### config.mk
export PLATFORM = sky130hd
export DESIGN_NAME = sap_prog_loader_flat
export DESIGN_NICKNAME = d
export VERILOG_FILES = /design/src/rtl/sap_pkg.sv /design/src/rtl/sap_prog_loader_if.sv /design/src/rtl/sap_prog_loader.sv /design/src/flat_wrapper.sv
export SDC_FILE = /design/constraint.sdc
export NUM_CORES = 1
export LEC_CHECK = 0
export CAP_MARGIN = 20
export CORE_ASPECT_RATIO = 1.4
export CORE_MARGIN = 2
export CORE_UTILIZATION = 49
export DETAILED_ROUTE_END_ITERATION = 12
export GPL_TIMING_DRIVEN = 0
export PLACE_DENSITY = 0.81
export SETUP_SLACK_MARGIN = 0.4
export SLEW_MARGIN = 30
export SYNTH_ARGS = -nofsm -noshare
export SYNTH_HDL_FRONTEND = slang
export SYNTH_SLANG_ARGS = --single-unit
### constraint.sdc
create_clock -name clk -period 2.85 [get_ports clk]
set_input_delay 0.855 -clock clk [delete_from_list [all_inputs] [get_ports clk]]
set_output_delay 0.855 -clock clk [all_outputs]
set_load 0.005 [all_outputs]
### src/rtl/sap_pkg.sv
// Shared SAP constants and the program-loader state type; the SRAM and MAR
// size themselves from the same DEPTH/ADDR_W/DATA_W values.
package sap_pkg;

    localparam int DEPTH  = 16;
    localparam int ADDR_W = 4;
    localparam int DATA_W = 8;

    typedef enum logic [2:0] {
        IDLE,
        LOAD,
        SUM,
        DONE,
        ERR
    } loader_state_t;

endpackage

### src/rtl/sap_prog_loader_if.sv
// Byte-stream input and SRAM write-port bundle of the program loader.
// The slave modport is the loader; the master side is the image source/SRAM.
interface sap_prog_loader_if #(
    parameter int ADDR_W = 4,
    parameter int DATA_W = 8
) ();

    logic              in_valid;
    logic [DATA_W-1:0] in_data;
    logic              in_ready;
    logic              mem_we;
    logic [ADDR_W-1:0] mem_addr;
    logic [DATA_W-1:0] mem_wdata;

    modport master (
        output in_valid,
        output in_data,
        input  in_ready,
        input  mem_we,
        input  mem_addr,
        input  mem_wdata
    );

    modport slave (
        input  in_valid,
        input  in_data,
        output in_ready,
        output mem_we,
        output mem_addr,
        output mem_wdata
    );

endinterface

### src/rtl/sap_prog_loader.sv
// Loads a 16-byte program image plus checksum byte into the SAP program SRAM,
// holding the CPU in reset until the image sum verifies as zero mod 256.
module sap_prog_loader #(
    parameter int DEPTH  = sap_pkg::DEPTH,
    parameter int ADDR_W = sap_pkg::ADDR_W,
    parameter int DATA_W = sap_pkg::DATA_W
) (
    input  logic                clk,
    input  logic                rst,
    input  logic                start,
    sap_prog_loader_if.slave    bus,
    output logic                cpu_hold,
    output logic                done,
    output logic                err,
    output logic [DATA_W-1:0]   checksum
);

    import sap_pkg::*;

    loader_state_t     state_q, state_d;
    logic [ADDR_W-1:0] count_q, count_d;
    logic [DATA_W-1:0] checksum_q, checksum_d;
    logic              memWe_q, memWe_d;
    logic [ADDR_W-1:0] memAddr_q, memAddr_d;
    logic [DATA_W-1:0] memWdata_q, memWdata_d;

    logic              inReady;
    logic              accept;
    logic [DATA_W-1:0] sumNext;

    // in_ready depends on state alone so upstream sees no path from in_valid.
    assign inReady = (state_q == LOAD) || (state_q == SUM);
    assign accept  = inReady && bus.in_valid;
    assign sumNext = checksum_q + bus.in_data;

    always_comb begin
        state_d    = state_q;
        count_d    = count_q;
        checksum_d = checksum_q;
        memWe_d    = 1'b0;
        memAddr_d  = memAddr_q;
        memWdata_d = memWdata_q;

        case (state_q)
            IDLE, ERR: begin
                if (start) begin
                    state_d    = LOAD;
                    count_d    = '0;
                    checksum_d = '0;
                end
            end
            LOAD: begin
                if (accept) begin
                    memWe_d    = 1'b1;
                    memAddr_d  = count_q;
                    memWdata_d = bus.in_data;
                    checksum_d = sumNext;
                    if (count_q == ADDR_W'(DEPTH - 1)) begin
                        count_d = '0;
                        state_d = SUM;
                    end else begin
                        count_d = count_q + 1'b1;
                    end
                end
            end
            SUM: begin
                // The checksum byte only closes the sum; it is never written.
                if (accept) begin
                    checksum_d = sumNext;
                    state_d    = (sumNext == '0) ? DONE : ERR;
                end
            end
            DONE: begin
                state_d = IDLE;
            end
            default: begin
                state_d = IDLE;
            end
        endcase
    end

    always_ff @(posedge clk or posedge rst) begin
        if (rst) begin
            state_q    <= IDLE;
            count_q    <= '0;
            checksum_q <= '0;
            memWe_q    <= 1'b0;
            memAddr_q  <= '0;
            memWdata_q <= '0;
        end else begin
            state_q    <= state_d;
            count_q    <= count_d;
            checksum_q <= checksum_d;
            memWe_q    <= memWe_d;
            memAddr_q  <= memAddr_d;
            memWdata_q <= memWdata_d;
        end
    end

    // The CPU stays in reset from the first LOAD cycle until DONE has passed.
    assign cpu_hold      = (state_q != IDLE);
    assign done          = (state_q == DONE);
    assign err           = (state_q == ERR);
    assign checksum      = checksum_q;
    assign bus.in_ready  = inReady;
    assign bus.mem_we    = memWe_q;
    assign bus.mem_addr  = memAddr_q;
    assign bus.mem_wdata = memWdata_q;

endmodule

### src/flat_wrapper.sv
// flat-port wrapper written by rule: the top's interface ports become plain ports
module sap_prog_loader_flat import sap_pkg::*;
#(
    parameter int DEPTH  = sap_pkg::DEPTH,
    parameter int ADDR_W = sap_pkg::ADDR_W,
    parameter int DATA_W = sap_pkg::DATA_W
)
  (clk, rst, start, cpu_hold, done, err, checksum, bus_in_valid, bus_in_data, bus_in_ready, bus_mem_we, bus_mem_addr, bus_mem_wdata);
  sap_prog_loader_if #(.ADDR_W(ADDR_W), .DATA_W(DATA_W)) bus_i ();
  input  logic clk;
  input  logic rst;
  input  logic start;
  output logic cpu_hold;
  output logic done;
  output logic err;
  output logic [DATA_W-1:0] checksum;
  input wire logic [$bits(bus_i.in_valid)-1:0] bus_in_valid;
  input wire logic [$bits(bus_i.in_data)-1:0] bus_in_data;
  output wire logic [$bits(bus_i.in_ready)-1:0] bus_in_ready;
  output wire logic [$bits(bus_i.mem_we)-1:0] bus_mem_we;
  output wire logic [$bits(bus_i.mem_addr)-1:0] bus_mem_addr;
  output wire logic [$bits(bus_i.mem_wdata)-1:0] bus_mem_wdata;
  assign bus_i.in_valid = bus_in_valid;
  assign bus_i.in_data = bus_in_data;
  assign bus_in_ready = bus_i.in_ready;
  assign bus_mem_we = bus_i.mem_we;
  assign bus_mem_addr = bus_i.mem_addr;
  assign bus_mem_wdata = bus_i.mem_wdata;
  sap_prog_loader #(.DEPTH(DEPTH), .ADDR_W(ADDR_W), .DATA_W(DATA_W)) u_core (.clk(clk), .rst(rst), .start(start), .bus(bus_i), .cpu_hold(cpu_hold), .done(done), .err(err), .checksum(checksum));
endmodule
# == Word-level counts from Yosys, hierarchy flattened ==
# Index checks and enable logic that the tools add are counted.
# classes
add_sub_neg,2
n_reduce_logical,13
n_mux,15
n_eq_ne,10
# ops
operator,n
$mux 8,2
$pmux 8 s2,1
$mux 3,5
$mux 4,3
$pmux 3 s3,1
$add 8x8->8,1
$logic_not 8->1,1
$pmux 4 s2,1
$eq 3x2->1 const B,2
$ne 2x1->1 const B,3
$reduce_and 3->1,2
$add 4x1->4 const B,1
$eq 4x4->1 const B,1
$ne 2x2->1 const B,2
$reduce_and 4->1,1
$reduce_bool 2->1,2
$reduce_or 2->1,2
$eq 3x1->1 const B,1
$eq 3x3->1 const B,1
$logic_not 3->1,1
$reduce_bool 3->1,1
$mux 1,2
$reduce_and 2->1,1
$logic_and 1x1->1,1
$logic_or 1x1->1,1
# totals
out_inout_bits,25
register_bits,28
wordCells,46
inputBits,12

# == Longest topological paths before layout ==
# Gate-level depths: netlist of run 1.
# logic_depth
word_depth,5
mapped_depth,9
depth_no_buf,9

# == Least setup slack after synthesis of run 1 ==
# Ideal clock, no wire load.
# synth_path
path_kind,input -> register
startpoint,input bus_in_data[0]
endpoint,register u_core.state_q[2]
setup_slack_ns,-0.066
n_path_buf,0
t_required_ns,2.728
arrival_ns,2.795
cell_stages,9
setup_ns,0.122
cell_sequence,ha_1 > inv_1 > fa_1 > and2b_2 > o221ai_2 > mux2_4 > a2111oi_4 > nand4b_2 > a32o_1
# synth_between
elab_chain_cells,5
# synth_rtl
element,line,rtl
from (decl),flat_wrapper.sv:18,input wire logic [$bits(bus_i.in_data)-1:0] bus_in_data;
$add 8x8->8,sap_prog_loader.sv:34,assign sumNext = checksum_q + bus.in_data;
$logic_not 8->1,sap_prog_loader.sv:70,state_d = (sumNext == '0) ? DONE : ERR;
$mux 3,sap_prog_loader.sv:70,
$mux 3,sap_prog_loader.sv:68,if (accept) begin
$pmux 3 s3,sap_prog_loader.sv:44,case (state_q)
to (signal assigned),sap_prog_loader.sv:91,state_q <= state_d;
to (decl),sap_prog_loader.sv:20,"loader_state_t state_q, state_d;"
# No other way between the ends. The select of a mux whose other input is x is not followed.
# A chain may end at the register's enable or synchronous reset.

# == Worst setup path in the final report of run 1 ==
# layout_path
startpoint,input bus_in_data[6]
endpoint,register u_core.state_q[1]
# The elaborated chain is that of the path after synthesis.

==> results of run 1 <==
how the worst max path moves through the flow:
stage / to / slack (ps) / cells past startpoint
floorplan: u_core.state_q[2] / 160 / 9
CTS: u_core.state_q[1] / 30 / 10
finish: u_core.state_q[1] / 140 / 8
global placement: u_core.state_q[1] / -520 / 10
detailed placement: u_core.state_q[1] / -630 / 10
global route: u_core.state_q[1] / 90 / 10
where the power goes:
part           internal (mW)  switching, mW
Sequential             0.576          0.139
Combinational          0.841          0.706
Clock                  0.124          0.124
metal layers:
metal | vias to the layer above | wire, µm | share of wire
met5 | - | 0 | 0
met2 | 44 | 2150 | 0.56
met3 | 10 | 148 | 0.039
met4 | 0 | 93 | 0.024
li1 | 597 | - | -
met1 | 647 | 1437 | 0.38
synthesized netlist by cell type, types with 4 or more instances:
| cell type | n | area, µm² |
|---|---|---|
| nand3_1 | 10 | 50.05 |
| nor2_1 | 7 | 26.28 |
| o21ai_0 | 12 | 60.06 |
| xnor2_1 | 5 | 43.79 |
| nor2b_1 | 4 | 25.02 |
| dfrtp_1 | 28 | 700.7 |
| inv_1 | 6 | 22.52 |
| mux2_2 | 12 | 135.1 |
| nand2_1 | 8 | 30.03 |
| ha_1 | 8 | 100.1 |
layout make-up:
class,count,area [µm²],area share
buffer,6,37.54,0.01730
clock buffer,4,55.05,0.02537
inverter,6,22.52,0.01038
multi-input combinational,102,898.4,0.4141
sequential,28,700.7,0.3230
tap,39,48.80,0.02249
timing repair buffer,43,406.6,0.1874
worst max-delay path: stages:
cell and delay [ps]:
clkdlybuf4s50_1 430, ha_1 380, nand2b_1 140, nor2_1 50
mux2_4 260, a2111oi_4 290, nand4b_4 170, a311oi_2 310
cell families (layout without fill, tap and decap cells):
kind of cell	count (synthesis)	after routing	share of synthesized area
muxes	13	13	0.09732
xor gates and xnor gates	7	7	0.03974
and+or+nand+nor	46	46	0.1687
DFF	28	28	0.4542
adders and majority gates	9	9	0.07786
AOI/OAI and AO/OA	27	27	0.1306
buffers and inverters	12	59	0.03163
repair_timing:
action	CTS	global route
cloned	0	0
resized for setup	28	9
hold buffers	0	0
endpoints found under the setup margin	10	6
pin swaps	11	6
setup buffers	5	2
state kept, by name (all words and copies together), names as in the netlist:
signal / count
u_core.bus.mem_wdata: 8
u_core.checksum: 8
u_core.bus.mem_addr: 4
u_core.count_q: 4
u_core.state_q: 3
u_core.bus.mem_we: 1
==> impl_metrics.toml, run 1 <==
[worst_setup_path]
critical_path_class = "input port to flip-flop"
worst_setup_path_end_kind = "flip-flop"
startpoint = "bus_in_data[6]"
rr_worst_depth = 9
worstReg2RegStart = "u_core.checksum[0]"
worstPathMaxFanout = 5
timing.rr.end = "u_core.state_q[1]"
rrSetupSlack_ps = 360
worstPathArrival_ps = 2890
start_kind = "input port"
required_ps = 3030

[run_status]
outcome = "finished clean"

[cells_and_area]
post-route-util = 0.7083
n_fill_cell = 230
drive_gt1_frac = 0.2751
final_common_cell = "clkdlybuf4s50_1"
fin_area_mm2 = 0.002170
final_net_count = 211
stdcell_count = 228
antennaDiodeCount = 0
layout_common_cells = "clkdlybuf4s50_1, dfrtp_1, mux2_2"
area_growth_pct = 40.63

[global_route]
antenna_found_initial = 0
busiest_layer = "met2"
grt_pass1_wl_mm = 6.368
grt_pass1_vias = 1378
overflow = 0
use_met2 = 0.4274
gr-usage-met3 = 0.02991
grt_use_met1 = 0.2652
grt_start_max_net_pins = 29
grt_usage = 0.2301

[drt]
dr.pass1.iters = 4
drc = 0
ant_nets = 0
avgViaCountPerCell = 5.693
dr.first_iter.drc_count = 21
wire_per_inst_um = 16.79
via_count = 1298
finalWirelength_mm = 3.829

[placement]
dp_hpwl_mm = 2.662
dpl-instance-area_mm2 = 0.001967
pre_cts_ws_ps = -630.3
dp.cells = 217
finalWeightedCongestion = 0.8656
port_buffers = 36

[floorplan]
fp.dieArea_mm2 = 0.003619
die_y_um = 70.39
coreArea_mm2 = 0.003063
initial_core_util = 0.5037
fp-row-count = 24
io_pins = 37
die_w_um = 51.42

[synthesis]
postSynthAreaPerCell_um2 = 10.86
ys.flop_type = "dfrtp_1"
synth_seq_cells = 28
ys_seq_area_frac = 0.4542
synthDistinctLibCells = 40
synth_edf_count = 0
synthCells = 142
synth_nets = 163
synth_area_mm2 = 0.001543
yosysWarningCount = 0
synth-async-reset-ratio = 1.000

[timing]
setup_slack_ps = 137.5
hold_viol_final = 0
slew_violations = 0
tightest_slew_ps = 586.1
setup_viol = 0
period_share = 0.9518
grt_setup_unrepaired = "true"
min_period_ps = 2713
fin_worst_skew_ps = 6.280
hold_ws_ps = 516.5
fmax_mhz = 368.7
relSlewSlack = 0.6087
setup_tns_ps = 0

[clock_network]
clkTransAtPathRegs_ps = 100
clock-sinks = 28
cts_root_buf = "clkbuf_8"
cts_tree = "done"
cts_buffer_depth = 2
htreeDepth = 1
numCtsBuffers = 3
clk_latency_ps = 280

[power_and_ir_drop]
power.total_mw = 2.510
ir_drop_uv = 699.6
leakage_nw = 0.9176
p_per_area_mw_per_mm2 = 1157

[hold_path]
hold_depth = 1
min_from = "u_core.bus.mem_addr[2]"
min_path_type = "flip-flop to flip-flop"
hold_end = "u_core.bus.mem_addr[2]"

[flow_run]
cap_violations = 0
Power figures use the tool's default switching activity.
==> run 2: changes to the inputs <==
--- a/config.mk
+++ b/config.mk
@@ -6,9 +6,11 @@
 export NUM_CORES = 1
 export LEC_CHECK = 0
 export CAP_MARGIN = 20
+export CELL_PAD_IN_SITES_DETAIL_PLACEMENT = 1
+export CELL_PAD_IN_SITES_GLOBAL_PLACEMENT = 1
 export CORE_ASPECT_RATIO = 1.4
 export CORE_MARGIN = 2
-export CORE_UTILIZATION = 49
+export CORE_UTILIZATION = 38
 export DETAILED_ROUTE_END_ITERATION = 12
 export GPL_TIMING_DRIVEN = 0
 export PLACE_DENSITY = 0.81
==> run 2 against run 1 <==
Effect of this change:
- power rose by 8.5%
- clock-buffer cell count fell by 1
- via count rose by 1.0%
- design area rose by 4.4%
- utilization fell by 13 points
- flip-flop and latch count did not move
- critical path type unchanged
- routed wire length rose by 23%
- sequential share of layout area fell by 1.4 points
- largest cell class unchanged
==> impl_metrics.toml, run 2 (synthesis gave the netlist of run 1 again) <==
[run_status]
outcome = "finished clean"

[floorplan]
die_y_um = 79.39
initial_core_util = 0.3937
coreArea_mm2 = 0.003919
die_w_um = 57.85
fp.dieArea_mm2 = 0.004593
fp-row-count = 27
io_pins = 37

[placement]
port_buffers = 36
dp_hpwl_mm = 3.022
pre_cts_ws_ps = -589.9
finalWeightedCongestion = 0.8847
dp.cells = 221

[power_and_ir_drop]
combPwrFrac = 0.615
p_int_mw = 1.650
power.total_mw = 2.724
swShare = 0.3944
power_switching_mw = 1.074
pwr-share-clk = 0.117
seqPwrFrac = 0.269
leakage_nw = 0.9968
p_per_area_mw_per_mm2 = 1203
ir_drop_uv = 762.1

[cells_and_area]
final_net_count = 212
layout_common_cells = "dfrtp_1, clkdlybuf4s50_1, mux2_2"
area_growth_pct = 46.80
antennaDiodeCount = 0
final_common_cell = "dfrtp_1"
stdcell_count = 233
drive_gt1_frac = 0.3105

[drt]
wl_met3_um = 135
wl_met1_mm = 1.768
wire_per_inst_um = 20.27
top_layer = "met4"
drc = 0
finalWirelength_mm = 4.723
avgViaCountPerCell = 5.627
ant_nets = 0
via_count = 1311
dr.pass1.iters = 4
wl_met2_mm = 2.702
dr.first_iter.drc_count = 23

[worst_setup_path]
crit_buf_inv = 2
critical_path_class = "input port to flip-flop"
worstPathArrival_ps = 2860
crit_chain = "buf_8, ha_4, inv_2, fa_2, and2b_2, o221ai_2, mux2_4, a2111oi_4, nand4b_4, a32o_2"
required_ps = 3020
start_kind = "input port"
crit_slowest_cell = "fa_2"
worst_setup_path_end_kind = "flip-flop"
worstPathMaxFanout = 3
max_stage_delay_ps = 360
critPathTopFamily = "compound AO/OA/AOI/OAI gates"

[timing]
min_period_ps = 2685
slew_violations = 0
fmax_mhz = 372.4
hold_viol_final = 0
hold_ws_ps = 518.3
tightest_slew_ps = 597.6
period_share = 0.9422
setup_viol = 0
fin_worst_skew_ps = 6.304
setup_slack_ps = 164.8
setup_tns_ps = 0
relSlewSlack = 0.6010
grt_setup_unrepaired = "true"

[clock_network]
cts_buffer_depth = 2
clk_latency_ps = 280
postCtsHoldBufs = 0
cts_tree = "done"
clock-sinks = 28
cts_root_buf = "clkbuf_8"
numCtsBuffers = 3
htreeDepth = 1
clkTransAtPathRegs_ps = 100

[flow_run]
cap_violations = 0

[global_route]
overflow = 0
antenna_found_initial = 0
grt_pass1_wl_mm = 7.452
grt_start_max_net_pins = 29
grt_pass1_vias = 1490
grt_usage = 0.2145

[hold_path]
min_path_type = "flip-flop to flip-flop"
-- run 2: changes by cell type in the layout (fill, tap and decap cells not counted), moves of 2 or more --
cell / before / now
clkdlybuf4s50_1: 29 / 26
dlymetal6s2s_1: 0 / 4
buf_4: 7 / 9
ha_4: 4 / 6
a21oi_1: 3 / 1
a21oi_2: 0 / 2
-- run 2: power by group through the flow --
stage               logic [mW]  registers, mW  clock network (mW)
CTS                       1.50          0.721               0.329
global placement          1.26          0.701                   0
finish                    1.67          0.732               0.318
floorplan                0.777          0.700                   0
detailed placement        1.33          0.714                   0
global route              1.81          0.759               0.337
-- run 2: timing repair --
action | 4_1_cts | 5_1_grt
gates resized for setup | 34 | 15
pin swaps | 10 | 12
setup buffers | 3 | 5
setup endpoints to repair | 10 | 8
-- run 2: final cells by class --
type / instances / area [µm²]
fill: 411 / 1654
buffer: 6 / 42.54
inverter: 6 / 22.52
multi-input combinational: 102 / 948.4
timing repair buffer: 44 / 425.4
clock inverter: 1 / 30.03
tap: 43 / 53.80
sequential: 28 / 700.7
clock buffer: 3 / 41.29
-- run 2: stage by stage --
| stage | utilization | instance area, µm² |
|---|---|---|
| after floorplan | - | 1558 |
| after global placement | 0.5032 | 1972 |
| after detailed placement | 0.5032 | 1972 |
| after CTS | 0.5568 | 2182 |
| after global routing | 0.5779 | 2265 |
| final | 0.5779 | 2265 |
-- run 2: worst paths after layout --
check	from	endpoint	slack, ps	depth (start not counted)
min reg2reg	u_core.bus.mem_wdata[2]	u_core.bus.mem_wdata[2]	520	1
max	bus_in_data[0]	u_core.state_q[2]	160	10
min	u_core.bus.mem_wdata[2]	u_core.bus.mem_wdata[2]	520	1
min in group asynchronous	rst	u_core.bus.mem_addr[1]	970	2
max in group asynchronous	rst	u_core.checksum[2]	1490	2
max reg2reg	u_core.checksum[0]	u_core.state_q[2]	380	9
-- run 2: per-layer routing --
layer | GRT usage | vias up
li1 | - | 604
met1 | 0.2278 | 663
met5 | 0 | -
met2 | 0.4148 | 34
met3 | 0.02431 | 10
met4 | 0.08605 | 0
-- run 2: worst register-to-register path, stage by stage (launching register included) --
cell and delay, ps:
dfrtp_1 420, ha_4 160, inv_2 40, fa_2 360, and2b_2 250, o221ai_2 100
mux2_4 320, a2111oi_4 290, nand4b_4 180, a32o_2 260
==> run 3: changes to the inputs <==
--- a/config.mk
+++ b/config.mk
@@ -5,7 +5,7 @@
 export SDC_FILE = /design/constraint.sdc
 export NUM_CORES = 1
 export LEC_CHECK = 0
-export CAP_MARGIN = 20
+export CAP_MARGIN = 0
 export CELL_PAD_IN_SITES_DETAIL_PLACEMENT = 1
 export CELL_PAD_IN_SITES_GLOBAL_PLACEMENT = 1
 export CORE_ASPECT_RATIO = 1.4
@@ -13,7 +13,7 @@
 export CORE_UTILIZATION = 38
 export DETAILED_ROUTE_END_ITERATION = 12
 export GPL_TIMING_DRIVEN = 0
-export PLACE_DENSITY = 0.81
+export PLACE_DENSITY_LB_ADDON = 0.08
 export SETUP_SLACK_MARGIN = 0.4
 export SLEW_MARGIN = 30
 export SYNTH_ARGS = -nofsm -noshare
==> run 3 against run 2 <==
Effect of this change:
- cell count is 0.86% higher
- critical path type unchanged
- critical endpoint is now u_core.state_q[1]
- fmax is 0.14% lower
- design area hardly changed
- utilization about the same
- clock power down 2%
==> impl_metrics.toml, run 3 (synthesis gave the netlist of run 1 again) <==
[run_status]
outcome = "finished clean"

[timing]
grt_setup_unrepaired = "true"
slew_violations = 0
tightest_slew_ps = 600.8
setup_slack_ps = 161.1
setup_viol = 0
hold_viol_final = 0
relSlewSlack = 0.5989
min_period_ps = 2689
fin_worst_skew_ps = 7.696
fmax_mhz = 371.9
period_share = 0.9435

[placement]
finalWeightedCongestion = 0.7366
port_buffers = 36
pre_cts_ws_ps = -623.1
dpl-instance-area_mm2 = 0.001972
dp.cells = 221
dp_hpwl_mm = 2.776

[drt]
via_count = 1260
dr.first_iter.drc_count = 12
dr.pass1.iters = 2
avgViaCountPerCell = 5.362
finalWirelength_mm = 4.047
wire_per_inst_um = 17.22
ant_nets = 0
drc = 0

[global_route]
grt_usage = 0.1843
overflow = 0
grt_start_max_net_pins = 29
grt_pass1_wl_mm = 6.513
antenna_found_initial = 0
grt_pass1_vias = 1313

[worst_setup_path]
start_kind = "input port"
rrSetupSlack_ps = 360
required_ps = 3030
timing.rr.end = "u_core.state_q[1]"
worstReg2RegStart = "u_core.checksum[0]"
crit_slowest_cell = "clkdlybuf4s50_1"
rr_worst_depth = 9
critical_path_class = "input port to flip-flop"
max_stage_delay_ps = 540
worstPathMaxFanout = 4
worstPathArrival_ps = 2860
worst_setup_path_end_kind = "flip-flop"
crit_chain = "clkdlybuf4s50_1, ha_4, nor2b_1, mux2_4, a2111oi_4, nand4b_4, a311oi_2"

[cells_and_area]
area_growth_pct = 46.88
layout_common_cells = "clkdlybuf4s50_1, dfrtp_1, mux2_2"
fin_area_mm2 = 0.002266
n_fill_cell = 422
regArea_um2 = 700.7
multiInputGateArea_um2 = 938.4
antennaDiodeCount = 0
drive_gt1_frac = 0.3125
post-route-util = 0.5782
stdcell_count = 235
final_net_count = 214

[floorplan]
die_w_um = 57.85
coreArea_mm2 = 0.003919
io_pins = 37
fp.dieArea_mm2 = 0.004593
fp-row-count = 27
initial_core_util = 0.3937
die_y_um = 79.39

[hold_path]
hold_depth = 1
min_path_type = "flip-flop to flip-flop"
hold_end = "u_core.bus.mem_addr[2]"
min_from = "u_core.bus.mem_addr[2]"

[power_and_ir_drop]
p_per_area_mw_per_mm2 = 1170
ir_drop_uv = 609.2
power.total_mw = 2.650
leakage_nw = 0.9670

[clock_network]
clock-sinks = 28
htreeDepth = 1
clkTransAtPathRegs_ps = 100
cts_root_buf = "clkbuf_8"
cts_tree = "done"
clk_latency_ps = 270
numCtsBuffers = 3
cts_buffer_depth = 2

[flow_run]
cap_violations = 0
-- run 3: cell count changes in the layout (fill, tap and decap cells not counted) --
| cell | delta |
|---|---|
| dlymetal6s2s_1 | -2 |
| a32o_1 | +1 |
| o2111ai_2 | +1 |
| a32o_2 | -1 |
| nor3b_1 | +1 |
| clkdlybuf4s50_1 | +2 |
| clkbuf_8 | -1 |
| buf_6 | +2 |
| ha_4 | -1 |
| nor3b_2 | -1 |
| clkbuf_4 | +1 |
| o2111ai_1 | -1 |
| ha_2 | +1 |
-- run 3: metal layers --
metal	share of wire	GRT usage	vias up
met2	0.58	0.3557	22
met1	0.39	0.2127	628
li1	-	-	608
met3	0.027	0.01621	2
met5	0	0	-
met4	0.0062	0.04419	0
-- run 3: worst max path at each step --
| stage | startpoint | to | slack [ps] | depth (start not counted) |
|---|---|---|---|---|
| 2_1_floorplan | bus_in_data[0] | u_core.state_q[2] | 160 | 9 |
| 3_3_place_gp | bus_in_data[0] | u_core.state_q[2] | -580 | 10 |
| 3_5_place_dp | bus_in_data[0] | u_core.state_q[1] | -620 | 10 |
| 4_1_cts | bus_in_data[0] | u_core.state_q[1] | 20 | 10 |
| 5_1_grt | bus_in_data[6] | u_core.state_q[1] | 90 | 8 |
| 6_report | bus_in_data[5] | u_core.state_q[1] | 160 | 7 |
-- run 3: layout make-up --
cell class	count	share of cell area
clock buffer	3	0.01822
clock inverter	1	0.01325
tap	43	0.02374
sequential	28	0.3092
timing repair buffer	46	0.1955
multi-input combinational	102	0.4141
inverter	6	0.009939
buffer	6	0.01601
-- run 3: worst max-delay path, delay by kind of cell --
kind / cells / cell delay (ps)
simple gates: 2 / 370
compound gates: 2 / 570
mux: 1 / 300
buf+inv: 1 / 540
fa+ha+maj: 1 / 240
-- run 3: report_power, final --
group	switching, mW	internal, mW	total, mW
clock	0.125	0.188	0.313
combinational	0.725	0.890	1.61
sequential	0.147	0.576	0.722
total	0.997	1.65	2.65
-- run 3: stage by stage --
step,hold WS [ps],setup TNS [ps]
final,515.6,0
after global routing,534.6,0
after detailed placement,499.7,-2139
after floorplan,492.1,0
after global placement,488.4,-1998
after CTS,524.7,0
-- run 3: what timing repair did --
item | 4_1_cts | 5_1_grt
pin swaps | 11 | 11
hold buffers | 0 | 0
endpoints found under the setup margin | 9 | 8
hold endpoints to repair | 0 | 0
buffers inserted | 5 | 5
gates resized for setup | 33 | 12
